[config.mk]
export PLATFORM = sky130hd
export DESIGN_NAME = ctrl_multiciclo
export DESIGN_NICKNAME = d
export VERILOG_FILES = /design/src/rtl/ctrl_pkg.sv /design/src/rtl/ctrl_decode.sv /design/src/rtl/ctrl_multiciclo.sv
export SDC_FILE = /design/constraint.sdc
export NUM_CORES = 1
export LEC_CHECK = 0
export BUFFER_PORTS_ARGS = -buffer_cell sky130_fd_sc_hd__buf_4
export CORE_MARGIN = 3
export CORE_UTILIZATION = 45
export DETAILED_ROUTE_END_ITERATION = 10
export PLACE_DENSITY = 0.8
export SYNTH_ARGS = -nofsm -noshare
export SYNTH_HDL_FRONTEND = slang
export SYNTH_HIERARCHICAL = 1
export SYNTH_SLANG_ARGS = --single-unit
[constraint.sdc]
create_clock -name clock -period 2.47 [get_ports clock]
set_input_delay 0.1235 -clock clock [delete_from_list [all_inputs] [get_ports clock]]
set_output_delay 0.1235 -clock clock [all_outputs]
set_load 0.005 [all_outputs]
[src/rtl/ctrl_pkg.sv]
// ctrl_pkg: shared definitions for the multicycle MIPS-subset controller.
// Holds the state encodings, opcode/funct constants, ALU operation codes,
// datapath mux select constants, the instruction class enum produced by
// ctrl_decode and the packed bundle of control outputs.
package ctrl_pkg;

    // FSM state encodings (5 bits, exported on state_dbg). RESET is zero so
    // that state_dbg also reads zero while reset is held.
    localparam logic [4:0] S_RESET      = 5'd0;
    localparam logic [4:0] S_FETCH      = 5'd1;
    localparam logic [4:0] S_FETCH_WAIT = 5'd2;
    localparam logic [4:0] S_DECODE     = 5'd3;
    localparam logic [4:0] S_EXEC_R     = 5'd4;
    localparam logic [4:0] S_WB_R       = 5'd5;
    localparam logic [4:0] S_ADDI_EX    = 5'd6;
    localparam logic [4:0] S_ADDI_WB    = 5'd7;
    localparam logic [4:0] S_ADDR       = 5'd8;
    localparam logic [4:0] S_SW_MEM     = 5'd9;
    localparam logic [4:0] S_LW_MEM     = 5'd10;
    localparam logic [4:0] S_LW_WAIT    = 5'd11;
    localparam logic [4:0] S_LW_WB      = 5'd12;
    localparam logic [4:0] S_BRANCH     = 5'd13;
    localparam logic [4:0] S_JUMP       = 5'd14;
    localparam logic [4:0] S_BAD_OP     = 5'd15;

    // Opcodes (IR[31:26])
    localparam logic [5:0] OP_RTYPE = 6'h00;
    localparam logic [5:0] OP_J     = 6'h02;
    localparam logic [5:0] OP_BEQ   = 6'h04;
    localparam logic [5:0] OP_BNE   = 6'h05;
    localparam logic [5:0] OP_ADDI  = 6'h08;
    localparam logic [5:0] OP_LW    = 6'h23;
    localparam logic [5:0] OP_SW    = 6'h2B;

    // R-type function codes (IR[5:0])
    localparam logic [5:0] FN_ADD = 6'h20;
    localparam logic [5:0] FN_SUB = 6'h22;
    localparam logic [5:0] FN_AND = 6'h24;

    // ula32 operation codes
    localparam logic [2:0] ALU_PASS = 3'b000;
    localparam logic [2:0] ALU_ADD  = 3'b001;
    localparam logic [2:0] ALU_SUB  = 3'b010;
    localparam logic [2:0] ALU_AND  = 3'b011;
    localparam logic [2:0] ALU_CMP  = 3'b111;

    // alu_src_b selects
    localparam logic [1:0] SRCB_B      = 2'd0;
    localparam logic [1:0] SRCB_FOUR   = 2'd1;
    localparam logic [1:0] SRCB_IMM    = 2'd2;
    localparam logic [1:0] SRCB_IMM_SH = 2'd3;

    // pc_src selects
    localparam logic [1:0] PCSRC_ALU    = 2'd0;
    localparam logic [1:0] PCSRC_ALUOUT = 2'd1;
    localparam logic [1:0] PCSRC_JUMP   = 2'd2;

    // reg_dst selects
    localparam logic [1:0] REGDST_RT = 2'd0;
    localparam logic [1:0] REGDST_RD = 2'd1;
    localparam logic [1:0] REGDST_SP = 2'd2;

    // mem_to_reg selects
    localparam logic [1:0] M2R_ALUOUT  = 2'd0;
    localparam logic [1:0] M2R_MDR     = 2'd1;
    localparam logic [1:0] M2R_SP_INIT = 2'd2;

    typedef enum logic [3:0] {
        CL_R_ADD,
        CL_R_SUB,
        CL_R_AND,
        CL_ADDI,
        CL_LW,
        CL_SW,
        CL_BEQ,
        CL_BNE,
        CL_J,
        CL_ILLEGAL
    } instr_class_t;

    // All controller outputs except state_dbg, so they can be defaulted and
    // forced to zero as one unit.
    typedef struct packed {
        logic       pc_write;
        logic       mem_write;
        logic       ir_write;
        logic       reg_write;
        logic       ab_write;
        logic       aluout_write;
        logic       mdr_write;
        logic       mem_addr_src;
        logic       alu_src_a;
        logic [1:0] alu_src_b;
        logic [2:0] alu_op;
        logic [1:0] pc_src;
        logic [1:0] reg_dst;
        logic [1:0] mem_to_reg;
        logic       exc_ovf;
        logic       exc_opcode;
    } ctrl_t;

endpackage

[src/rtl/ctrl_decode.sv]
// ctrl_decode: combinational instruction classifier.
// Ports:
//   opcode      in  IR[31:26]
//   funct       in  IR[5:0]
//   instr_class out class used by the FSM to pick its path
// Any opcode outside the supported subset, and any R-type funct other than
// add/sub/and, classifies as CL_ILLEGAL.
module ctrl_decode
    import ctrl_pkg::*;
(
    input  logic [5:0]   opcode,
    input  logic [5:0]   funct,
    output instr_class_t instr_class
);

    always_comb begin
        instr_class = CL_ILLEGAL;
        case (opcode)
            OP_RTYPE: begin
                case (funct)
                    FN_ADD:  instr_class = CL_R_ADD;
                    FN_SUB:  instr_class = CL_R_SUB;
                    FN_AND:  instr_class = CL_R_AND;
                    default: instr_class = CL_ILLEGAL;
                endcase
            end
            OP_ADDI: instr_class = CL_ADDI;
            OP_LW:   instr_class = CL_LW;
            OP_SW:   instr_class = CL_SW;
            OP_BEQ:  instr_class = CL_BEQ;
            OP_BNE:  instr_class = CL_BNE;
            OP_J:    instr_class = CL_J;
            default: instr_class = CL_ILLEGAL;
        endcase
    end

endmodule

[src/rtl/ctrl_multiciclo.sv]
// ctrl_multiciclo: multicycle control FSM for the MIPS-subset datapath.
// Ports:
//   clock, reset          rising-edge clock, asynchronous active-high reset
//   opcode, funct         from the instruction register
//   alu_zero, alu_ovf     ula32 flags
//   *_write               datapath load enables
//   mem_addr_src, alu_src_a, alu_src_b, alu_op, pc_src, reg_dst, mem_to_reg
//                         datapath mux selects / ALU operation
//   exc_ovf, exc_opcode   one-cycle exception pulses
//   state_dbg             current state encoding
// SP_INIT / SP_REG are the value and register the datapath uses when
// mem_to_reg / reg_dst select the stack-pointer init path in RESET.
module ctrl_multiciclo
    import ctrl_pkg::*;
#(
    parameter int SP_INIT = 227,
    parameter int SP_REG  = 29
) (
    input  logic       clock,
    input  logic       reset,
    input  logic [5:0] opcode,
    input  logic [5:0] funct,
    input  logic       alu_zero,
    input  logic       alu_ovf,
    output logic       pc_write,
    output logic       mem_write,
    output logic       ir_write,
    output logic       reg_write,
    output logic       ab_write,
    output logic       aluout_write,
    output logic       mdr_write,
    output logic       mem_addr_src,
    output logic       alu_src_a,
    output logic [1:0] alu_src_b,
    output logic [2:0] alu_op,
    output logic [1:0] pc_src,
    output logic [1:0] reg_dst,
    output logic [1:0] mem_to_reg,
    output logic       exc_ovf,
    output logic       exc_opcode,
    output logic [4:0] state_dbg
);

    if (SP_REG < 0 || SP_REG > 31 || SP_INIT < 0) begin : g_bad_params
        $error("ctrl_multiciclo: SP_REG must be 0..31 and SP_INIT non-negative");
    end

    logic [4:0]   state_reg;
    logic [4:0]   state_next;
    logic         ovf_q;
    instr_class_t instr_class;
    ctrl_t        ctrl;

    ctrl_decode u_decode (
        .opcode      (opcode),
        .funct       (funct),
        .instr_class (instr_class)
    );

    always_ff @(posedge clock or posedge reset) begin
        if (reset) begin
            state_reg <= S_RESET;
            ovf_q     <= 1'b0;
        end else begin
            state_reg <= state_next;
            // Overflow is only meaningful for add/sub; and always clears it
            // so a stale flag can never suppress its write-back.
            if (state_reg == S_EXEC_R) begin
                ovf_q <= alu_ovf && (instr_class == CL_R_ADD || instr_class == CL_R_SUB);
            end else if (state_reg == S_ADDI_EX) begin
                ovf_q <= alu_ovf;
            end
        end
    end

    always_comb begin
        ctrl       = '0;
        state_next = state_reg;
        case (state_reg)
            S_RESET: begin
                ctrl.reg_dst    = REGDST_SP;
                ctrl.mem_to_reg = M2R_SP_INIT;
                ctrl.reg_write  = 1'b1;
                state_next      = S_FETCH;
            end
            S_FETCH: begin
                // Present PC to memory; data arrives next cycle.
                state_next = S_FETCH_WAIT;
            end
            S_FETCH_WAIT: begin
                ctrl.ir_write  = 1'b1;
                ctrl.alu_src_a = 1'b1;
                ctrl.alu_src_b = SRCB_FOUR;
                ctrl.alu_op    = ALU_ADD;
                ctrl.pc_src    = PCSRC_ALU;
                ctrl.pc_write  = 1'b1;
                state_next     = S_DECODE;
            end
            S_DECODE: begin
                // Speculatively compute the branch target into ALUOut.
                ctrl.ab_write     = 1'b1;
                ctrl.alu_src_a    = 1'b1;
                ctrl.alu_src_b    = SRCB_IMM_SH;
                ctrl.alu_op       = ALU_ADD;
                ctrl.aluout_write = 1'b1;
                case (instr_class)
                    CL_R_ADD, CL_R_SUB, CL_R_AND: state_next = S_EXEC_R;
                    CL_ADDI:                      state_next = S_ADDI_EX;
                    CL_LW, CL_SW:                 state_next = S_ADDR;
                    CL_BEQ, CL_BNE:               state_next = S_BRANCH;
                    CL_J:                         state_next = S_JUMP;
                    default:                      state_next = S_BAD_OP;
                endcase
            end
            S_EXEC_R: begin
                ctrl.alu_src_b    = SRCB_B;
                ctrl.aluout_write = 1'b1;
                case (instr_class)
                    CL_R_SUB: ctrl.alu_op = ALU_SUB;
                    CL_R_AND: ctrl.alu_op = ALU_AND;
                    default:  ctrl.alu_op = ALU_ADD;
                endcase
                state_next = S_WB_R;
            end
            S_WB_R: begin
                ctrl.reg_dst    = REGDST_RD;
                ctrl.mem_to_reg = M2R_ALUOUT;
                ctrl.reg_write  = !ovf_q;
                ctrl.exc_ovf    = ovf_q;
                state_next      = S_FETCH;
            end
            S_ADDI_EX: begin
                ctrl.alu_src_b    = SRCB_IMM;
                ctrl.alu_op       = ALU_ADD;
                ctrl.aluout_write = 1'b1;
                state_next        = S_ADDI_WB;
            end
            S_ADDI_WB: begin
                ctrl.reg_dst    = REGDST_RT;
                ctrl.mem_to_reg = M2R_ALUOUT;
                ctrl.reg_write  = !ovf_q;
                ctrl.exc_ovf    = ovf_q;
                state_next      = S_FETCH;
            end
            S_ADDR: begin
                ctrl.alu_src_b    = SRCB_IMM;
                ctrl.alu_op       = ALU_ADD;
                ctrl.aluout_write = 1'b1;
                state_next        = (instr_class == CL_LW) ? S_LW_MEM : S_SW_MEM;
            end
            S_SW_MEM: begin
                ctrl.mem_addr_src = 1'b1;
                ctrl.mem_write    = 1'b1;
                state_next        = S_FETCH;
            end
            S_LW_MEM: begin
                ctrl.mem_addr_src = 1'b1;
                state_next        = S_LW_WAIT;
            end
            S_LW_WAIT: begin
                // Address held for the second cycle while MDR captures data.
                ctrl.mem_addr_src = 1'b1;
                ctrl.mdr_write    = 1'b1;
                state_next        = S_LW_WB;
            end
            S_LW_WB: begin
                ctrl.reg_dst    = REGDST_RT;
                ctrl.mem_to_reg = M2R_MDR;
                ctrl.reg_write  = 1'b1;
                state_next      = S_FETCH;
            end
            S_BRANCH: begin
                ctrl.alu_src_b = SRCB_B;
                ctrl.alu_op    = ALU_SUB;
                ctrl.pc_src    = PCSRC_ALUOUT;
                ctrl.pc_write  = (instr_class == CL_BNE) ? !alu_zero : alu_zero;
                state_next     = S_FETCH;
            end
            S_JUMP: begin
                ctrl.pc_src   = PCSRC_JUMP;
                ctrl.pc_write = 1'b1;
                state_next    = S_FETCH;
            end
            S_BAD_OP: begin
                // PC was already advanced in FETCH_WAIT; just flag and move on.
                ctrl.exc_opcode = 1'b1;
                state_next      = S_FETCH;
            end
            default: begin
                state_next = S_FETCH;
            end
        endcase
    end

    // Reset is asynchronous, so the outputs are forced low combinationally
    // for as long as it is held (RESET's reg_write must not fire early).
    ctrl_t ctrl_out;
    assign ctrl_out = reset ? '0 : ctrl;

    assign pc_write     = ctrl_out.pc_write;
    assign mem_write    = ctrl_out.mem_write;
    assign ir_write     = ctrl_out.ir_write;
    assign reg_write    = ctrl_out.reg_write;
    assign ab_write     = ctrl_out.ab_write;
    assign aluout_write = ctrl_out.aluout_write;
    assign mdr_write    = ctrl_out.mdr_write;
    assign mem_addr_src = ctrl_out.mem_addr_src;
    assign alu_src_a    = ctrl_out.alu_src_a;
    assign alu_src_b    = ctrl_out.alu_src_b;
    assign alu_op       = ctrl_out.alu_op;
    assign pc_src       = ctrl_out.pc_src;
    assign reg_dst      = ctrl_out.reg_dst;
    assign mem_to_reg   = ctrl_out.mem_to_reg;
    assign exc_ovf      = ctrl_out.exc_ovf;
    assign exc_opcode   = ctrl_out.exc_opcode;
    assign state_dbg    = state_reg;

endmodule

==> results.json <==
{
  "yosysUniqueCellTypes": 43,
  "p_leak_uw": 0.000496,
  "multi_input_area_um2": 624,
  "syn_area_per_cell_um2": 7.12,
  "rr_endpoint": "state_dbg[0]",
  "synth_edf_count": 0,
  "cts.sinks": 5,
  "nFillCells": 157,
  "cts_buffer_depth": 2,
  "dp_cells": 170,
  "drcViolationCount": 0,
  "startpoint_type": "input pin",
  "chipHeight_um": 48.8,
  "grt_max_degree": 23,
  "synthArstFlopShare_pct": 100,
  "final_area_mm2": 0.00114,
  "htreeDepth": 1,
  "min_from": "alu_ovf",
  "path_class": "in -> out",
  "dr.pass1.iters": 6,
  "placed_cell_area_mm2": 0.00110,
  "cap_violations": 0,
  "grtUsageTotal_pct": 19.4,
  "hold_class": "in -> reg",
  "fin_skew_ns": 0.00220,
  "maxSlewViolCount": 0,
  "min_to": "ovf_q",
  "routabilityCongestion": 0.801,
  "hold_depth": 3,
  "synthTopCellsByArea": "dfrtp_1, nand2b_1, nor2_1",
  "ir_worst_vdd_mv": 0.677,
  "drt-total-wl_um": 2360,
  "yosys.area.top_type": "dfrtp_1",
  "period_needed_ns": 2.28,
  "num_vias": 1001,
  "cp.required_ns": 2.35,
  "drt_iter0_markers": 28,
  "status": "finished clean",
  "cp.arrival_ns": 2.15,
  "syn_area_um2": 826,
  "dp_hpwl_um": 1810,
  "ctsHoldBuffers": 1,
  "first_global_vias": 881,
  "slew_headroom_pct": 61.8,
  "end_kind": "output port",
  "ys_ff_latch": 5,
  "synthCells": 116,
  "ys.flop_type": "dfrtp_1",
  "n_antenna_cell": 0,
  "cts_tree": "built",
  "ys_seq_area_share_pct": 15.2,
  "io_buffers": 40,
  "die_w_um": 48.8,
  "clock.fmax_ghz": 0.440,
  "rows": 14,
  "crit_fanout": 6,
  "grt_pass1_wl_um": 3800,
  "setup_violations": 0,
  "numCtsBuffers": 3,
  "netlist.area_leader.share_pct": 15.2,
  "root_buffer": "clkbuf_4",
  "finalCritPeriodShare_pct": 92.1,
  "reg2reg_from": "state_dbg[1]",
  "syn_to_final_growth_pct": 37.9,
  "core_area_mm2": 0.00161,
  "initial_core_util_pct": 51.2,
  "crit_start": "funct[0]",
  "worstMarginPinSlew_ns": 0.574,
  "dieArea_mm2": 0.00238,
  "drive_above_1_share_pct": 33.8,
  "nNetsFinal": 168,
  "drtAntennaViolNets": 0,
  "path_clk_slew_ns": 0.04,
  "overflow": 0,
  "r2r_setup_slack_ns": 0.81,
  "tns_ns": 0,
  "finalHoldViolCount": 0,
  "viasPerCell": 5.72,
  "post_cts_buffers": 0,
  "worst_skew_pair.late_latency_ns": 0.23,
  "rsz0062_at_grt": "false",
  "powerDensity_mw_per_mm2": 762,
  "cts_resized": 0,
  "seqCellArea_um2": 125,
  "yosysWarnings": 6,
  "grt_antenna_before_repair": 0,
  "wl_per_cell_um": 13.5,
  "ioPinCount": 43,
  "final_cells": 175,
  "reg2regPathDepth": 3
}
-- cell usage in the layout (no fill, tap or decap), drive strengths merged, types with 4 or more instances in the layout --
cell type  instances
nor4b              4
inv                4
or3b               4
buf               41
nand2b             7
a21oi              5
dfrtp              5
nor2              11
nor3               8
clkbuf             4
nand2              5
o21ai              6
-- report_power, final --
part / total, uW / leakage, uW / switching (uW) / internal (uW)
logic: 531 / 0.000420 / 239 / 293
registers: 245 / 0.0000617 / 128 / 117
clock network: 91.1 / 0.0000150 / 30.2 / 60.9
-- cells in the mapped netlist, types with 2 or more instances --
library cell / n
nor2b_1: 2
nand2_1: 5
a21oi_1: 5
nor4b_1: 4
or2_2: 2
nand3_1: 3
nor3_1: 8
nor4_1: 2
nor3b_1: 2
a21o_1: 2
clkbuf_1: 2
or3b_2: 2
buf_2: 6
a31oi_1: 3
nand2b_1: 7
nand3b_1: 3
or3b_1: 2
o21ai_0: 6
xor2_1: 2
or4b_4: 2
or3_1: 2
dfrtp_1: 5
nor2_1: 11
nand4b_1: 3
inv_1: 4
a41o_1: 2
buf_4: 3
-- critical path, stage by stage --
cell	delay (ns)
buf_4	0.11
or4b_4	0.53
a21o_1	0.17
a311o_1	0.42
nand4b_1	0.22
xnor2_1	0.15
a211o_1	0.29
buf_4	0.13
-- kinds of logic (layout without fill, tap and decap cells) --
family	count (synthesis)	in the layout	synth area share (%)
other cells	1	2	0.454
simple gates	63	63	47.6
xor+xnor	3	3	3.18
compound gates	27	27	22.7
mux	1	1	1.21
flops	5	5	15.2
buf+inv	16	50	9.70
-- layout make-up --
class | count | share of cell area [%]
multi-input combinational | 96 | 54.8
timing repair buffer | 42 | 27.9
sequential | 5 | 11.0
tap | 24 | 2.64
clock buffer | 4 | 2.31
inverter | 4 | 1.32
-- metal layers --
metal	global-route usage [%]	vias up	share of wire, %
li1	-	502	-
met1	23.5	445	42
met2	34.2	54	49
met3	5.81	0	9.3
met4	2.84	0	0
met5	0	-	0
-- metrics by stage --
stage | hold slack, ns | utilization (%) | power [uW] | setup WS, ns
after floorplan | 0.112 | - | 559 | 0.454
after global placement | 0.104 | 68.4 | 756 | 0.209
after detailed placement | 0.114 | 68.4 | 767 | 0.156
after CTS | 0.194 | 70.7 | 866 | 0.192
after global routing | 0.209 | 70.7 | 941 | 0.103
final | 0.198 | 70.7 | 867 | 0.195
-- sequential cells by signal, indices dropped and copies added (netlist names) --
name and count:
ovf_q 1, state_dbg 4
-- how the worst max path moves through the flow --
stage / endpoint / depth (start not counted)
after floorplan: state_dbg[0] / 6
after global placement: pc_write / 8
after detailed placement: state_dbg[0] / 7
after CTS: pc_write / 8
after global routing: pc_write / 8
final: pc_write / 8
Power figures use the tool's default switching activity.
